**src/rtl/ctrl_pkg.sv**
```systemverilog
// Shared encodings for the accumulator-processor control FSM.
// Covers opcodes, state codes, ALU operations and the datapath control-line values.
package ctrl_pkg;

    typedef enum logic [3:0] {
        OP_ILLEGAL = 4'd0,
        OP_LOAD    = 4'd1,
        OP_STORE   = 4'd2,
        OP_COPY    = 4'd3,
        OP_JUMP    = 4'd4,
        OP_ADD     = 4'd5,
        OP_SUB     = 4'd6,
        OP_MUL     = 4'd7,
        OP_DIV     = 4'd8,
        OP_CLR     = 4'd9,
        OP_INC     = 4'd10,
        OP_DEC     = 4'd11,
        OP_LOADK   = 4'd12,
        OP_JMPZ    = 4'd13,
        OP_NOP     = 4'd14,
        OP_END     = 4'd15
    } opcode_t;

    // Execute states reuse the opcode value so state_dbg shows the instruction directly.
    typedef enum logic [7:0] {
        S_LOAD   = 8'd1,
        S_STORE  = 8'd2,
        S_COPY   = 8'd3,
        S_JUMP   = 8'd4,
        S_ADD    = 8'd5,
        S_SUB    = 8'd6,
        S_MUL    = 8'd7,
        S_DIV    = 8'd8,
        S_CLR    = 8'd9,
        S_INC    = 8'd10,
        S_DEC    = 8'd11,
        S_LOADK  = 8'd12,
        S_JMPZ   = 8'd13,
        S_NOP    = 8'd14,
        S_END    = 8'd15,
        S_START  = 8'd16,
        S_FETCH1 = 8'd17,
        S_FETCH2 = 8'd18,
        S_ADD2   = 8'd19,
        S_SUB2   = 8'd20,
        S_MUL2   = 8'd21,
        S_DIV2   = 8'd22,
        S_COPY2  = 8'd23,
        S_LOAD2  = 8'd24,
        S_STORE2 = 8'd25,
        S_ERROR  = 8'd26
    } state_t;

    localparam logic [3:0] ALU_NONE  = 4'b0000;
    localparam logic [3:0] ALU_ADD   = 4'b0001;
    localparam logic [3:0] ALU_SUB   = 4'b0010;
    localparam logic [3:0] ALU_MUL   = 4'b0011;
    localparam logic [3:0] ALU_DIV   = 4'b0100;
    localparam logic [3:0] ALU_COPY  = 4'b0101;
    localparam logic [3:0] ALU_LOADK = 4'b0110;
    localparam logic [3:0] ALU_INC   = 4'b0111;
    localparam logic [3:0] ALU_DEC   = 4'b1000;
    localparam logic [3:0] ALU_CLR   = 4'b1001;

    localparam logic [1:0] MAR_HOLD  = 2'b00;
    localparam logic [1:0] MAR_AC    = 2'b01;
    localparam logic [1:0] MAR_READ  = 2'b10;
    localparam logic [1:0] MAR_WRITE = 2'b11;

    localparam logic [1:0] MDR_HOLD = 2'b00;
    localparam logic [1:0] MDR_DRAM = 2'b01;
    localparam logic [1:0] MDR_BUS  = 2'b10;

    localparam logic [1:0] PC_HOLD = 2'b00;
    localparam logic [1:0] PC_INC  = 2'b01;
    localparam logic [1:0] PC_LOAD = 2'b10;

    localparam logic [1:0] IDC_NONE = 2'b00;
    localparam logic [1:0] IDC_INC  = 2'b01;
    localparam logic [1:0] IDC_DEC  = 2'b10;
    localparam logic [1:0] IDC_CLR  = 2'b11;

    localparam logic [3:0] SRC_CONST = 4'b1011;
    localparam logic [3:0] SRC_AC    = 4'b0001;
    localparam logic [3:0] SRC_RR    = 4'b0010;
    localparam logic [2:0] DST_AC    = 3'b001;
    localparam logic [2:0] DST_MDR   = 3'b101;

    function automatic state_t exec_state(input logic [3:0] op);
        return state_t'({4'b0000, op});
    endfunction

endpackage

```
**src/rtl/control_fsm_param_if.sv**
```systemverilog
// Control/status bundle between the control FSM (master) and the datapath/memory side (slave).
interface control_fsm_param_if #(
    parameter int INSTR_W = 16,
    parameter int SRC_W   = 4,
    parameter int DST_W   = 3,
    parameter int ALU_W   = 4
);
    logic               enable_processor;
    logic [INSTR_W-1:0] instruction;
    logic               zero_flag;
    logic               mem_ready;
    logic               load_instruction;
    logic [ALU_W-1:0]   ALU_control;
    logic [SRC_W-1:0]   select_source;
    logic [DST_W-1:0]   select_destination;
    logic [1:0]         IDC_control;
    logic [1:0]         MDR_control;
    logic [1:0]         MAR_control;
    logic [1:0]         PC_control;
    logic               write_DRAM;
    logic               done;
    logic               illegal_opcode;
    logic               mem_error;
    logic [7:0]         state_dbg;

    modport master (
        input  enable_processor, instruction, zero_flag, mem_ready,
        output load_instruction, ALU_control, select_source, select_destination,
               IDC_control, MDR_control, MAR_control, PC_control, write_DRAM,
               done, illegal_opcode, mem_error, state_dbg
    );

    modport slave (
        output enable_processor, instruction, zero_flag, mem_ready,
        input  load_instruction, ALU_control, select_source, select_destination,
               IDC_control, MDR_control, MAR_control, PC_control, write_DRAM,
               done, illegal_opcode, mem_error, state_dbg
    );
endinterface

```
**src/rtl/mem_wait_timer.sv**
```systemverilog
// Counts falling edges spent waiting on DRAM; expired marks the MEM_TIMEOUT-th wait edge.
module mem_wait_timer #(
    parameter int MEM_TIMEOUT = 15
) (
    input  logic clock,
    input  logic reset,
    input  logic clear,
    input  logic enable,
    output logic expired
);
    localparam int CNT_W = (MEM_TIMEOUT > 1) ? $clog2(MEM_TIMEOUT) : 1;

    logic [CNT_W-1:0] count;

    assign expired = enable && (count == CNT_W'(MEM_TIMEOUT - 1));

    // NOTE: sequential state uses non-blocking assignments so every register samples pre-edge values.
    always_ff @(negedge clock) begin
        if (reset || clear) begin
            count <= '0;
        end else if (enable && !expired) begin
            count <= count + 1'b1;
        end
    end
endmodule

```
**src/rtl/control_fsm_param.sv**
```systemverilog
// Second-generation accumulator-processor control FSM: fetch/decode/execute sequencing,
// registered datapath control lines, DRAM ready handshake with timeout, sticky error flags.
module control_fsm_param
    import ctrl_pkg::*;
#(
    parameter int INSTR_W     = 16,
    parameter int OPCODE_W    = 4,
    parameter int SRC_W       = 4,
    parameter int DST_W       = 3,
    parameter int ALU_W       = 4,
    parameter int MEM_TIMEOUT = 15
) (
    input  logic                clock,
    input  logic                reset,
    control_fsm_param_if.master bus
);
    typedef struct packed {
        logic             load_instruction;
        logic [ALU_W-1:0] alu_control;
        logic [SRC_W-1:0] select_source;
        logic [DST_W-1:0] select_destination;
        logic [1:0]       idc_control;
        logic [1:0]       mdr_control;
        logic [1:0]       mar_control;
        logic [1:0]       pc_control;
        logic             write_dram;
        logic             done;
    } ctrl_t;

    state_t              state_q, state_d;
    ctrl_t               ctrl_q, ctrl_d;
    logic [OPCODE_W-1:0] op_q;
    logic [SRC_W-1:0]    src_q;
    logic [DST_W-1:0]    dst_q;
    logic                illegal_q, mem_error_q;
    logic                set_illegal, set_mem_error;
    logic                waiting, timer_en, timer_clr, timer_expired;
    logic                instr_unused;

    // Bits between the source and destination fields carry no control meaning.
    assign instr_unused = ^bus.instruction;

    assign waiting   = (state_q == S_LOAD2) || (state_q == S_STORE2);
    assign timer_en  = waiting && !bus.mem_ready;
    assign timer_clr = !waiting || bus.mem_ready;

    mem_wait_timer #(
        .MEM_TIMEOUT(MEM_TIMEOUT)
    ) u_timer (
        .clock  (clock),
        .reset  (reset),
        .clear  (timer_clr),
        .enable (timer_en),
        .expired(timer_expired)
    );

    // NOTE: every combinational output gets a default first so no path can infer a latch.
    always_comb begin
        state_d       = state_q;
        set_illegal   = 1'b0;
        set_mem_error = 1'b0;
        case (state_q)
            S_START:  if (bus.enable_processor) state_d = S_FETCH1;
            S_FETCH1: state_d = S_FETCH2;
            S_FETCH2: begin
                if (op_q == '0) begin
                    state_d     = S_ERROR;
                    set_illegal = 1'b1;
                end else begin
                    state_d = exec_state(4'(op_q));
                end
            end
            S_ADD:    state_d = S_ADD2;
            S_SUB:    state_d = S_SUB2;
            S_MUL:    state_d = S_MUL2;
            S_DIV:    state_d = S_DIV2;
            S_COPY:   state_d = S_COPY2;
            S_LOAD:   state_d = S_LOAD2;
            S_STORE:  state_d = S_STORE2;
            S_LOAD2, S_STORE2: begin
                // A ready arriving on the timeout edge still completes the access.
                if (bus.mem_ready) begin
                    state_d = S_FETCH1;
                end else if (timer_expired) begin
                    state_d       = S_ERROR;
                    set_mem_error = 1'b1;
                end
            end
            S_JUMP, S_JMPZ, S_NOP, S_CLR, S_INC, S_DEC, S_LOADK,
            S_ADD2, S_SUB2, S_MUL2, S_DIV2, S_COPY2: state_d = S_FETCH1;
            S_END, S_ERROR: state_d = state_q;
            default:  state_d = S_START;
        endcase
    end

    // Outputs are decoded from the state being entered so they register on the entry edge.
    always_comb begin
        ctrl_d = '0;
        case (state_d)
            S_FETCH1: ctrl_d.load_instruction = 1'b1;
            S_FETCH2: ctrl_d.pc_control = PC_INC;
            S_ADD, S_SUB, S_COPY: ctrl_d.select_source = src_q;
            S_MUL, S_DIV: ctrl_d.select_source = SRC_W'(SRC_CONST);
            S_ADD2:   ctrl_d.alu_control = ALU_W'(ALU_ADD);
            S_SUB2:   ctrl_d.alu_control = ALU_W'(ALU_SUB);
            S_MUL2:   ctrl_d.alu_control = ALU_W'(ALU_MUL);
            S_DIV2:   ctrl_d.alu_control = ALU_W'(ALU_DIV);
            S_COPY2: begin
                if (dst_q == DST_W'(DST_AC)) begin
                    ctrl_d.alu_control = ALU_W'(ALU_COPY);
                end else if (dst_q == DST_W'(DST_MDR)) begin
                    ctrl_d.mdr_control        = MDR_BUS;
                    ctrl_d.select_destination = dst_q;
                end else begin
                    ctrl_d.select_destination = dst_q;
                end
            end
            S_LOADK:  ctrl_d.alu_control = ALU_W'(ALU_LOADK);
            S_JUMP:   ctrl_d.pc_control = PC_LOAD;
            S_JMPZ:   ctrl_d.pc_control = bus.zero_flag ? PC_LOAD : PC_HOLD;
            S_INC: begin
                if (src_q == SRC_W'(SRC_AC)) ctrl_d.alu_control = ALU_W'(ALU_INC);
                else                         ctrl_d.idc_control = IDC_INC;
            end
            S_DEC: begin
                if (src_q == SRC_W'(SRC_AC)) ctrl_d.alu_control = ALU_W'(ALU_DEC);
                else                         ctrl_d.idc_control = IDC_DEC;
            end
            S_CLR: begin
                if (src_q == SRC_W'(SRC_AC)) ctrl_d.alu_control = ALU_W'(ALU_CLR);
                else                         ctrl_d.idc_control = IDC_CLR;
            end
            S_LOAD, S_STORE: begin
                if (src_q == SRC_W'(SRC_AC)) begin
                    ctrl_d.mar_control = MAR_AC;
                end else if (src_q == SRC_W'(SRC_RR)) begin
                    ctrl_d.mar_control = (state_d == S_LOAD) ? MAR_READ : MAR_WRITE;
                end
            end
            S_LOAD2:  ctrl_d.mdr_control = MDR_DRAM;
            S_STORE2: ctrl_d.write_dram = 1'b1;
            S_END:    ctrl_d.done = 1'b1;
            default:  ctrl_d = '0;
        endcase
    end

    always_ff @(negedge clock) begin
        if (reset) begin
            state_q     <= S_START;
            ctrl_q      <= '0;
            op_q        <= '0;
            src_q       <= '0;
            dst_q       <= '0;
            illegal_q   <= 1'b0;
            mem_error_q <= 1'b0;
        end else begin
            state_q <= state_d;
            ctrl_q  <= ctrl_d;
            // Fields are captured on entry to FETCH2 and dispatched one edge later.
            if (state_q == S_FETCH1) begin
                op_q  <= bus.instruction[INSTR_W-1 -: OPCODE_W];
                src_q <= bus.instruction[INSTR_W-OPCODE_W-1 -: SRC_W];
                dst_q <= bus.instruction[DST_W-1:0];
            end
            if (set_illegal)   illegal_q   <= 1'b1;
            if (set_mem_error) mem_error_q <= 1'b1;
        end
    end

    assign bus.load_instruction   = ctrl_q.load_instruction;
    assign bus.ALU_control        = ctrl_q.alu_control;
    assign bus.select_source      = ctrl_q.select_source;
    assign bus.select_destination = ctrl_q.select_destination;
    assign bus.IDC_control        = ctrl_q.idc_control;
    assign bus.MDR_control        = ctrl_q.mdr_control;
    assign bus.MAR_control        = ctrl_q.mar_control;
    assign bus.PC_control         = ctrl_q.pc_control;
    assign bus.write_DRAM         = ctrl_q.write_dram;
    assign bus.done               = ctrl_q.done;
    assign bus.illegal_opcode     = illegal_q;
    assign bus.mem_error          = mem_error_q;
    assign bus.state_dbg          = state_q;
endmodule

```
**src/flat_wrapper.sv**
```systemverilog
// flat-port wrapper written by rule: the top's interface ports become plain ports
module control_fsm_param_flat import ctrl_pkg::*;
#(
    parameter int INSTR_W     = 16,
    parameter int OPCODE_W    = 4,
    parameter int SRC_W       = 4,
    parameter int DST_W       = 3,
    parameter int ALU_W       = 4,
    parameter int MEM_TIMEOUT = 15
)
  (clock, reset, bus_enable_processor, bus_instruction, bus_zero_flag, bus_mem_ready, bus_load_instruction, bus_ALU_control, bus_select_source, bus_select_destination, bus_IDC_control, bus_MDR_control, bus_MAR_control, bus_PC_control, bus_write_DRAM, bus_done, bus_illegal_opcode, bus_mem_error, bus_state_dbg);
  control_fsm_param_if #(.INSTR_W(INSTR_W), .SRC_W(SRC_W), .DST_W(DST_W), .ALU_W(ALU_W)) bus_i ();
  input  logic clock;
  input  logic reset;
  input wire logic [$bits(bus_i.enable_processor)-1:0] bus_enable_processor;
  input wire logic [$bits(bus_i.instruction)-1:0] bus_instruction;
  input wire logic [$bits(bus_i.zero_flag)-1:0] bus_zero_flag;
  input wire logic [$bits(bus_i.mem_ready)-1:0] bus_mem_ready;
  output wire logic [$bits(bus_i.load_instruction)-1:0] bus_load_instruction;
  output wire logic [$bits(bus_i.ALU_control)-1:0] bus_ALU_control;
  output wire logic [$bits(bus_i.select_source)-1:0] bus_select_source;
  output wire logic [$bits(bus_i.select_destination)-1:0] bus_select_destination;
  output wire logic [$bits(bus_i.IDC_control)-1:0] bus_IDC_control;
  output wire logic [$bits(bus_i.MDR_control)-1:0] bus_MDR_control;
  output wire logic [$bits(bus_i.MAR_control)-1:0] bus_MAR_control;
  output wire logic [$bits(bus_i.PC_control)-1:0] bus_PC_control;
  output wire logic [$bits(bus_i.write_DRAM)-1:0] bus_write_DRAM;
  output wire logic [$bits(bus_i.done)-1:0] bus_done;
  output wire logic [$bits(bus_i.illegal_opcode)-1:0] bus_illegal_opcode;
  output wire logic [$bits(bus_i.mem_error)-1:0] bus_mem_error;
  output wire logic [$bits(bus_i.state_dbg)-1:0] bus_state_dbg;
  assign bus_i.enable_processor = bus_enable_processor;
  assign bus_i.instruction = bus_instruction;
  assign bus_i.zero_flag = bus_zero_flag;
  assign bus_i.mem_ready = bus_mem_ready;
  assign bus_load_instruction = bus_i.load_instruction;
  assign bus_ALU_control = bus_i.ALU_control;
  assign bus_select_source = bus_i.select_source;
  assign bus_select_destination = bus_i.select_destination;
  assign bus_IDC_control = bus_i.IDC_control;
  assign bus_MDR_control = bus_i.MDR_control;
  assign bus_MAR_control = bus_i.MAR_control;
  assign bus_PC_control = bus_i.PC_control;
  assign bus_write_DRAM = bus_i.write_DRAM;
  assign bus_done = bus_i.done;
  assign bus_illegal_opcode = bus_i.illegal_opcode;
  assign bus_mem_error = bus_i.mem_error;
  assign bus_state_dbg = bus_i.state_dbg;
  control_fsm_param #(.INSTR_W(INSTR_W), .OPCODE_W(OPCODE_W), .SRC_W(SRC_W), .DST_W(DST_W), .ALU_W(ALU_W), .MEM_TIMEOUT(MEM_TIMEOUT)) u_core (.clock(clock), .reset(reset), .bus(bus_i));
endmodule
```
**config.mk**
```make
export PLATFORM = sky130hd
export DESIGN_NAME = control_fsm_param_flat
export DESIGN_NICKNAME = d
export VERILOG_FILES = /design/src/rtl/ctrl_pkg.sv /design/src/rtl/control_fsm_param_if.sv /design/src/rtl/mem_wait_timer.sv /design/src/rtl/control_fsm_param.sv /design/src/flat_wrapper.sv
export SDC_FILE = /design/constraint.sdc
export NUM_CORES = 1
export LEC_CHECK = 0
export ABC_AREA = 1
export ABC_CLOCK_PERIOD_IN_PS = 4300
export BUFFER_PORTS_ARGS = -buffer_cell sky130_fd_sc_hd__buf_2
export CAP_MARGIN = 10
export CELL_PAD_IN_SITES_DETAIL_PLACEMENT = 1
export CELL_PAD_IN_SITES_GLOBAL_PLACEMENT = 1
export CORE_MARGIN = 4
export CORE_UTILIZATION = 41
export CTS_CLUSTER_DIAMETER = 80
export CTS_CLUSTER_SIZE = 12
export DETAILED_ROUTE_END_ITERATION = 8
export PLACE_DENSITY_LB_ADDON = 0.1
export SYNTH_ARGS = -nofsm -noshare
export SYNTH_HDL_FRONTEND = slang
export SYNTH_HIERARCHICAL = 1
export SYNTH_SLANG_ARGS = --single-unit
```
**constraint.sdc**
```tcl
create_clock -name clock -period 4.3 [get_ports clock]
set_input_delay 0.645 -clock clock [delete_from_list [all_inputs] [get_ports clock]]
set_output_delay 0.645 -clock clock [all_outputs]
set_load 0.03 [all_outputs]
```
==> reports/qor.log, run 1 <==
qor: die.die-width 84.3 um
qor: placement.place.gp.congestion 0.815
qor: synth.yosysUniqueCellTypes 32
qor: placement.placed_area 2810 um2
qor: detailed_routing.avgViaCountPerCell 4.93
qor: die.design.core.area 5570 um2
qor: critical_path.worst-r2r-setup-slack 1.75 ns
qor: clock_network.ctsHtreeMaxLevel 2
qor: grt.grt-ovfl-total 0
qor: detailed_routing.avgRoutedWirePerCell 13.8 um
qor: critical_path.critical_path.most_common_cell sky130_fd_sc_hd__nand2_2
qor: timing.maxSlewHeadroom 53.6%
qor: critical_path.rr_startpoint u_core/bus.state_dbg[3]
qor: hold_path.hold_path.startpoint u_core/bus.mem_error
qor: grt.grtUsageMet3 6.77%
qor: detailed_routing.postRouteWirelength 7320 um
qor: clock_network.cts_tree done
qor: hold_path.worst_hold_path_type reg2reg
qor: grt.groute.layer.met2.usage 35.2%
qor: power_and_ir_drop.seqPwrFrac 44.3%
qor: placement.place_worst_setup_slack -0.295 ns
qor: critical_path.worstPathRequired 2.45 ns
qor: timing.setup_viol 0
qor: synth.synth-edff-count 0
qor: timing.actual_transition_at_the_worst_max_transition_pin 0.690 ns
qor: power_and_ir_drop.p_sw_share 31.0%
qor: synth.synthDominantCellAreaShare 39.4%
qor: hold_path.whs_endpoint u_core/bus.mem_error
qor: grt.initial_antenna_violation_count 0
qor: synth.synth.cells.most_frequent 66 x sky130_fd_sc_hd__nor2_1, 65 x sky130_fd_sc_hd__nand2_1, 47 x sky130_fd_sc_hd__dfxtp_1, 34 x sky130_fd_sc_hd__inv_1, 25 x sky130_fd_sc_hd__nand3_1
qor: clock_network.cts-buffers-inserted 5
qor: cells_and_area.layout.nets 481
qor: die.top_level_ports 53
qor: synth.asyncSetResetFlopFracSynth 0%
qor: timing.final-hold-violation-count 0
qor: critical_path.critical_path_arrival 2.39 ns
qor: placement.numPlacedInstances 474
qor: die.rows 27
qor: power_and_ir_drop.worst_voltage_drop_across_the_vdd_grid 225 uV
qor: detailed_routing.drcViolationCount 0
qor: synth.post_synth_main_area_contributors sky130_fd_sc_hd__dfxtp_1 39%, sky130_fd_sc_hd__nor2_1 10%, sky130_fd_sc_hd__nand2_1 10%, sky130_fd_sc_hd__inv_1 5.3%, sky130_fd_sc_hd__nand3_1 5.2%
qor: synth.synthesis.area_per_instance 6.92 um2
qor: power_and_ir_drop.power_frac_comb 4.7%
qor: die.die-area 7110 um2
qor: timing.final-max-slew-violation-count 0
qor: grt.first_global_vias 2749
qor: timing.timing.hold.ws 0.458 ns
qor: detailed_routing.detail_route.first_pass.iterations 5
qor: synth.post_synth_instance_area 2390 um2
qor: grt.track_usage 20.8%
qor: status.status finished, final reports clean
qor: grt.grt_most_used_layer met2
qor: critical_path.end_kind flip-flop
qor: critical_path.crit_chain buf_6 -> inv_4 -> nand3_4 -> inv_2 -> inv_2 -> nor2_2 -> inv_1 -> nand2_1 -> nand2_1 -> nand3_2 -> nand2_2 -> nor2_4 -> nand3_4 -> nor2_4 -> nand2_2 -> nand2_2 -> nand2_2 -> nor2_2 -> o21ai_1 -> nand2_1
qor: cells_and_area.utilization 57.0%
qor: cells_and_area.post_route_cells_drive_above_1_share 30.5%
qor: synth.synth-seq-cells 47
qor: critical_path.worst_path_largest_cell_delay 0.22 ns
qor: power_and_ir_drop.p_switching 0.000310 W
qor: critical_path.critical_path.slowest_cell sky130_fd_sc_hd__nor2_4
qor: die.initial_core_util 42.8%
qor: critical_path.worst-r2r-cell-count 20
qor: power_and_ir_drop.share_of_power_burned_in_the_clock_network 51.0%
qor: clock_network.cts_root_buffer sky130_fd_sc_hd__clkbuf_8
qor: placement.hpwl_detailed 5090 um
qor: synth.synth_sequential_area_ratio 39.4%
qor: critical_path.worst-path-max-fanout 8
qor: power_and_ir_drop.p_per_area 315 nW/um2
qor: synth.synthCells 345
qor: placement.port-buffer-count 47
qor: clock_network.cts_num_sinks 47
qor: clock_network.cts.clk_slew.worst_paths 0.03 ns
qor: run.drv_cap 0
qor: cells_and_area.stdcell_area 3180 um2
qor: grt.wire_length_of_the_first_global_routing_pass 12100 um
qor: grt.pin_count_of_the_biggest_net_entering_global_routing 23
qor: detailed_routing.drt.antenna.violating_nets 0
qor: detailed_routing.drt_iter0_drc 123
qor: detailed_routing.via_count 2618
qor: critical_path.critical_path.reg2reg.endpoint u_core/bus.MAR_control[0]
qor: hold_path.hold_depth 2
qor: synth.post-synth-top-count-cell sky130_fd_sc_hd__nor2_1
qor: cells_and_area.layoutNonFillerInstCount 531
qor: clock_network.clock_insertion_delay_worst_skew 0.38 ns
qor: grt.global_route.usage.met1 24.0%
qor: clock_network.max_root_sink_buffers 2
qor: synth.synth_warn 6
qor: power_and_ir_drop.power_leakage 1.70 nW
qor: timing.final_critical_path_setup_slack 0.0681 ns
qor: critical_path.critPathLaunchType input port
qor: cells_and_area.antenna_cells 0
qor: critical_path.critical_path_class in2reg
qor: die.chipHeight 84.3 um
qor: cells_and_area.synthToLayoutAreaGrowth 33.1%
qor: cells_and_area.nFillCells 784
qor: synth.yosysTopAreaCell sky130_fd_sc_hd__dfxtp_1
qor: power_and_ir_drop.power_report.internal_total 0.000691 W
qor: timing.final.setup_skew 0.0250 ns
qor: synth.synth_ff_type sky130_fd_sc_hd__dfxtp_1
==> per-layer routing <==
layer	up-vias	routed length (um)
met5	-	0
met4	0	78
met3	10	368
met1	1234	3110
met2	67	3760
li1	1307	-
==> sequential cells by signal, summed over array words and instances (netlist names), 2 cells and up <==
signal,cells
u_core/dst_q,3
u_core/src_q,4
u_core/bus.IDC_control,2
u_core/bus.MAR_control,2
u_core/bus.select_destination,3
u_core/u_timer/count,4
u_core/bus.select_source,4
u_core/bus.ALU_control,4
u_core/bus.state_dbg,8
u_core/op_q,4
u_core/bus.PC_control,2
u_core/bus.MDR_control,2
==> power groups by stage <==
stage,combinational [W],clock [W],sequential [W]
final,0.0000468,0.000511,0.000443
after CTS,0.0000434,0.000539,0.000443
after global routing,0.0000515,0.000594,0.000442
after floorplan,0.0000222,0.0000696,0.000454
after global placement,0.0000419,0.0000696,0.000450
after detailed placement,0.0000430,0.0000696,0.000450
==> how the worst max path moves through the flow <==
stage / from / endpoint / slack [ns] / depth (start not counted)
6_report: bus_mem_ready / u_core/bus.MAR_control[0] / 0.07 / 20
5_1_grt: bus_mem_ready / u_core/bus.select_source[0] / -0.09 / 18
4_1_cts: bus_mem_ready / u_core/bus.MAR_control[0] / 0.02 / 20
3_5_place_dp: bus_mem_ready / u_core/bus.ALU_control[0] / -0.30 / 20
3_3_place_gp: bus_mem_ready / u_core/bus.select_source[0] / -0.25 / 18
2_1_floorplan: bus_mem_ready / u_core/bus.MAR_control[0] / 0.01 / 20
==> metrics by stage <==
step           total power (W)  TNS [ns]
6_report               0.00100         0
5_1_grt                0.00109    -0.392
4_1_cts                0.00103         0
3_5_place_dp          0.000563     -3.99
3_3_place_gp          0.000562     -3.21
2_1_floorplan         0.000546         0
==> kinds of logic after synthesis <==
| kind of cell | after synthesis | synth area share [%] |
|---|---|---|
| other | 1 | 0.157 |
| AO/OA/AOI/OAI | 37 | 8.28 |
| flip-flops | 47 | 39.4 |
| AND/OR/NAND/NOR | 206 | 42.1 |
| XOR/XNOR | 1 | 0.367 |
| adder cells (fa/ha/maj) | 2 | 1.05 |
| buffers and inverters | 51 | 8.60 |
==> what timing repair did <==
action,4_1_cts,5_1_grt
setup endpoints to repair,0,13
buffers inserted,0,4
gates resized for setup,0,14
hold buffers,0,0
==> cell usage in the layout, fill, tap and decap left out, types with 4 or more instances in the layout <==
master / synthesis / layout
sky130_fd_sc_hd__inv_2: 10 / 12
sky130_fd_sc_hd__nand2_2: 13 / 20
sky130_fd_sc_hd__o21ai_0: 12 / 12
sky130_fd_sc_hd__a21oi_1: 15 / 15
sky130_fd_sc_hd__nand3_2: 3 / 5
sky130_fd_sc_hd__nand4_1: 4 / 4
sky130_fd_sc_hd__nand2_1: 65 / 58
sky130_fd_sc_hd__clkbuf_8: 0 / 5
sky130_fd_sc_hd__nor2_4: 5 / 8
sky130_fd_sc_hd__nand3_1: 25 / 22
sky130_fd_sc_hd__o21ai_1: 6 / 6
sky130_fd_sc_hd__inv_1: 34 / 76
sky130_fd_sc_hd__dfxtp_1: 47 / 47
sky130_fd_sc_hd__nor2_2: 16 / 14
sky130_fd_sc_hd__buf_4: 1 / 18
sky130_fd_sc_hd__nor2_1: 66 / 65
sky130_fd_sc_hd__buf_2: 0 / 46
==> worst max-delay path, delay by kind of cell <==
kind	cells	cell delay, ns
buf+inv	5	0.33
compound gates	1	0.08
simple gates	14	1.31
==> area by class of cell <==
cell class,instances,area [um2],share of cell area (%)
multi-input cells,249,1310,41.3
flip-flops and latches,47,941,29.6
clock inverters,50,221,6.97
inverters,43,166,5.24
clock buffers,5,68.8,2.17
well taps,72,90.1,2.84
repair buffers,65,377,11.9
Power figures use the tool's default switching activity.
==> run 2: changes to the inputs <==
--- a/config.mk
+++ b/config.mk
@@ -10,9 +10,9 @@
 export BUFFER_PORTS_ARGS = -buffer_cell sky130_fd_sc_hd__buf_2
 export CAP_MARGIN = 10
 export CELL_PAD_IN_SITES_DETAIL_PLACEMENT = 1
-export CELL_PAD_IN_SITES_GLOBAL_PLACEMENT = 1
+export CELL_PAD_IN_SITES_GLOBAL_PLACEMENT = 2
 export CORE_MARGIN = 4
-export CORE_UTILIZATION = 41
+export CORE_UTILIZATION = 31
 export CTS_CLUSTER_DIAMETER = 80
 export CTS_CLUSTER_SIZE = 12
 export DETAILED_ROUTE_END_ITERATION = 8
==> run 2 against run 1 <==
  * Sequential power is essentially flat
  * Setup slack improved by 0.069 ns
  * Sequential share of layout area shrank 0.66 points
  * First-iteration DRC count down 19%
  * Global-route usage fell by 5.2 points
  * Critical endpoint is now u_core/bus.select_source[3]
==> reports/qor.log, run 2 (synthesis gave the netlist of run 1 again) <==
qor: status.status finished, final reports clean [unchanged]
qor: power_and_ir_drop.share_of_power_burned_in_the_clock_network 47.9% [was 51.0%]
qor: placement.place.gp.congestion 0.771 [was 0.815]
qor: cells_and_area.commonest_non_fill_non_tap_cells_in_the_layout 77 x sky130_fd_sc_hd__inv_1, 64 x sky130_fd_sc_hd__nor2_1, 56 x sky130_fd_sc_hd__nand2_1 [was 76 x sky130_fd_sc_hd__inv_1, 65 x sky130_fd_sc_hd__nor2_1, 58 x sky130_fd_sc_hd__nand2_1]
qor: detailed_routing.drcViolationCount 0 [unchanged]
qor: detailed_routing.drt_iter0_drc 100 [was 123]
qor: die.rows 31 [was 27]
qor: critical_path.worstPathRequired 2.38 ns [was 2.45 ns]
qor: critical_path.worst-path-max-fanout 7 [was 8]
qor: cells_and_area.antenna_cells 0 [unchanged]
qor: placement.port-buffer-count 47 [unchanged]
qor: detailed_routing.avgViaCountPerCell 4.45 [was 4.93]
qor: timing.setup_viol 0 [unchanged]
qor: grt.pin_count_of_the_biggest_net_entering_global_routing 23 [unchanged]
qor: die.die-area 9170 um2 [was 7110 um2]
qor: power_and_ir_drop.seqPwrFrac 47.0% [was 44.3%]
qor: grt.wire_length_of_the_first_global_routing_pass 11100 um [was 12100 um]
qor: grt.grt-ovfl-total 0 [unchanged]
qor: detailed_routing.drt.antenna.violating_nets 0 [unchanged]
qor: clock_network.cts_root_buffer sky130_fd_sc_hd__clkbuf_8 [unchanged]
qor: die.design.core.area 7370 um2 [was 5570 um2]
qor: grt.track_usage 15.6% [was 20.8%]
qor: power_and_ir_drop.power_report.internal_total 0.000636 W [was 0.000691 W]
qor: cells_and_area.nFillCells 1017 [was 784]
qor: power_and_ir_drop.power_frac_comb 5.1% [was 4.7%]
qor: grt.grtUsageMet3 6.02% [was 6.77%]
qor: timing.final-hold-violation-count 0 [unchanged]
qor: clock_network.cts_num_sinks 47 [unchanged]
qor: detailed_routing.detail_route.first_pass.iterations 4 [was 5]
qor: cells_and_area.layoutNonFillerInstCount 563 [was 531]
qor: critical_path.critPathLaunchType input port [unchanged]
qor: placement.hpwl_detailed 5060 um [was 5090 um]
qor: detailed_routing.via_count 2508 [was 2618]
qor: grt.initial_antenna_violation_count 0 [unchanged]
qor: timing.final.setup_skew 0.0232 ns [was 0.0250 ns]
qor: die.die-width 95.8 um [was 84.3 um]
qor: cells_and_area.layout.nets 486 [was 481]
qor: cells_and_area.synthToLayoutAreaGrowth 36.1% [was 33.1%]
qor: clock_network.cts_tree done [unchanged]
qor: die.chipHeight 95.8 um [was 84.3 um]
qor: timing.actual_transition_at_the_worst_max_transition_pin 0.712 ns [was 0.690 ns]
qor: detailed_routing.avgRoutedWirePerCell 11.9 um [was 13.8 um]
qor: cells_and_area.utilization 44.1% [was 57.0%]
qor: critical_path.critical_path_arrival 2.24 ns [was 2.39 ns]
qor: clock_network.max_root_sink_buffers 2 [unchanged]
qor: detailed_routing.postRouteWirelength 6720 um [was 7320 um]
qor: power_and_ir_drop.p_sw_share 32.5% [was 31.0%]
qor: clock_network.holdBufCountCts 0 [unchanged]
qor: grt.groute.layer.met2.usage 24.6% [was 35.2%]
qor: die.top_level_ports 53 [unchanged]
qor: run.drv_cap 0 [unchanged]
qor: clock_network.clock_insertion_delay_worst_skew 0.37 ns [was 0.38 ns]
qor: timing.timing.hold.ws 0.453 ns [was 0.458 ns]
qor: grt.grt_most_used_layer met2 [unchanged]
qor: timing.final-max-slew-violation-count 0 [unchanged]
qor: timing.final_critical_path_setup_slack 0.137 ns [was 0.0681 ns]
qor: cells_and_area.stdcell_area 3250 um2 [was 3180 um2]
qor: power_and_ir_drop.p_switching 0.000306 W [was 0.000310 W]
qor: critical_path.end_kind flip-flop [unchanged]
qor: timing.maxSlewHeadroom 52.1% [was 53.6%]
qor: power_and_ir_drop.worst_voltage_drop_across_the_vdd_grid 144 uV [was 225 uV]
qor: cells_and_area.post_route_cells_drive_above_1_share 32.1% [was 30.5%]
qor: power_and_ir_drop.power_leakage 1.73 nW [was 1.70 nW]
qor: clock_network.cts.clk_slew.worst_paths 0.04 ns [was 0.03 ns]
qor: grt.first_global_vias 2562 [was 2749]
qor: clock_network.ctsHtreeMaxLevel 2 [unchanged]
qor: hold_path.worst_hold_path_type reg2reg [unchanged]
qor: clock_network.cts-buffers-inserted 5 [unchanged]
qor: critical_path.critical_path_class in2reg [unchanged]
qor: die.initial_core_util 32.4% [was 42.8%]
qor: placement.place_worst_setup_slack -0.314 ns [was -0.295 ns]
qor: placement.placed_area 2870 um2 [was 2810 um2]
qor: grt.global_route.usage.met1 19.2% [was 24.0%]
qor: placement.numPlacedInstances 504 [was 474]
qor: power_and_ir_drop.p_per_area 290 nW/um2 [was 315 nW/um2]
qor: cells_and_area.largest_reg_flops 8 [unchanged]
qor: cells_and_area.final_common_cell sky130_fd_sc_hd__inv_1 [unchanged]
-- run 2: metrics by stage --
stage          total power (W)  TNS (ns)
3_5_place_dp          0.000564     -4.17
4_1_cts               0.000975         0
2_1_floorplan         0.000546         0
5_1_grt                0.00103   -0.0190
6_report              0.000942         0
3_3_place_gp          0.000563     -3.47
-- run 2: critical path: stages --
cell                      delay, ns
sky130_fd_sc_hd__buf_6         0.10
sky130_fd_sc_hd__inv_4         0.05
sky130_fd_sc_hd__nand3_4       0.07
sky130_fd_sc_hd__inv_2         0.07
sky130_fd_sc_hd__inv_1         0.03
sky130_fd_sc_hd__nor2_1        0.08
sky130_fd_sc_hd__inv_1         0.06
sky130_fd_sc_hd__nand2_1       0.05
sky130_fd_sc_hd__nand2_1       0.05
sky130_fd_sc_hd__nand3_1       0.09
sky130_fd_sc_hd__nand2_2       0.07
sky130_fd_sc_hd__nor2_4        0.10
sky130_fd_sc_hd__nand3_4       0.16
sky130_fd_sc_hd__buf_6         0.16
sky130_fd_sc_hd__buf_4         0.12
sky130_fd_sc_hd__nand2_2       0.08
sky130_fd_sc_hd__o21ai_1       0.09
sky130_fd_sc_hd__nand2_2       0.10
sky130_fd_sc_hd__a21oi_1       0.07
-- run 2: routing by layer --
metal  vias to the layer above  part of all wire (%)
met5                         -                     0
met4                         0                  0.61
met3                         6                   4.6
met2                        51                    46
met1                      1140                    49
li1                       1311                     -
-- run 2: layout make-up --
| cell class | count | area (um2) | share of cell area, % |
|---|---|---|---|
| clock inverter | 50 | 203 | 6.24 |
| inverter | 43 | 166 | 5.12 |
| tap | 99 | 124 | 3.81 |
| timing repair buffer | 70 | 422 | 13.0 |
| multi-input combinational | 249 | 1330 | 40.8 |
| clock buffer | 5 | 68.8 | 2.12 |
| sequential | 47 | 941 | 29.0 |
-- run 2: repair_timing --
item                       CTS  global route
gates resized for setup      0            20
buffers inserted             0             6
setup endpoints to repair    0            10
-- run 2: path summary, 6_finish.rpt --
check	to	startpoint	slack [ns]	cells after the start
worst min register to register	u_core/bus.MDR_control[1]	u_core/dst_q[1]	0.45	1
worst min-delay path	u_core/bus.MDR_control[1]	u_core/dst_q[1]	0.45	1
worst max-delay path	u_core/bus.select_source[3]	bus_mem_ready	0.14	19
worst max register to register	u_core/bus.select_source[3]	u_core/bus.state_dbg[3]	1.85	19
-- run 2: power groups by stage --
| stage | Sequential, W | Combinational (W) | Clock, W |
|---|---|---|---|
| CTS | 0.000443 | 0.0000444 | 0.000488 |
| global placement | 0.000450 | 0.0000439 | 0.0000696 |
| global route | 0.000442 | 0.0000534 | 0.000539 |
| finish | 0.000443 | 0.0000483 | 0.000451 |
| detailed placement | 0.000450 | 0.0000443 | 0.0000696 |
| floorplan | 0.000454 | 0.0000222 | 0.0000696 |
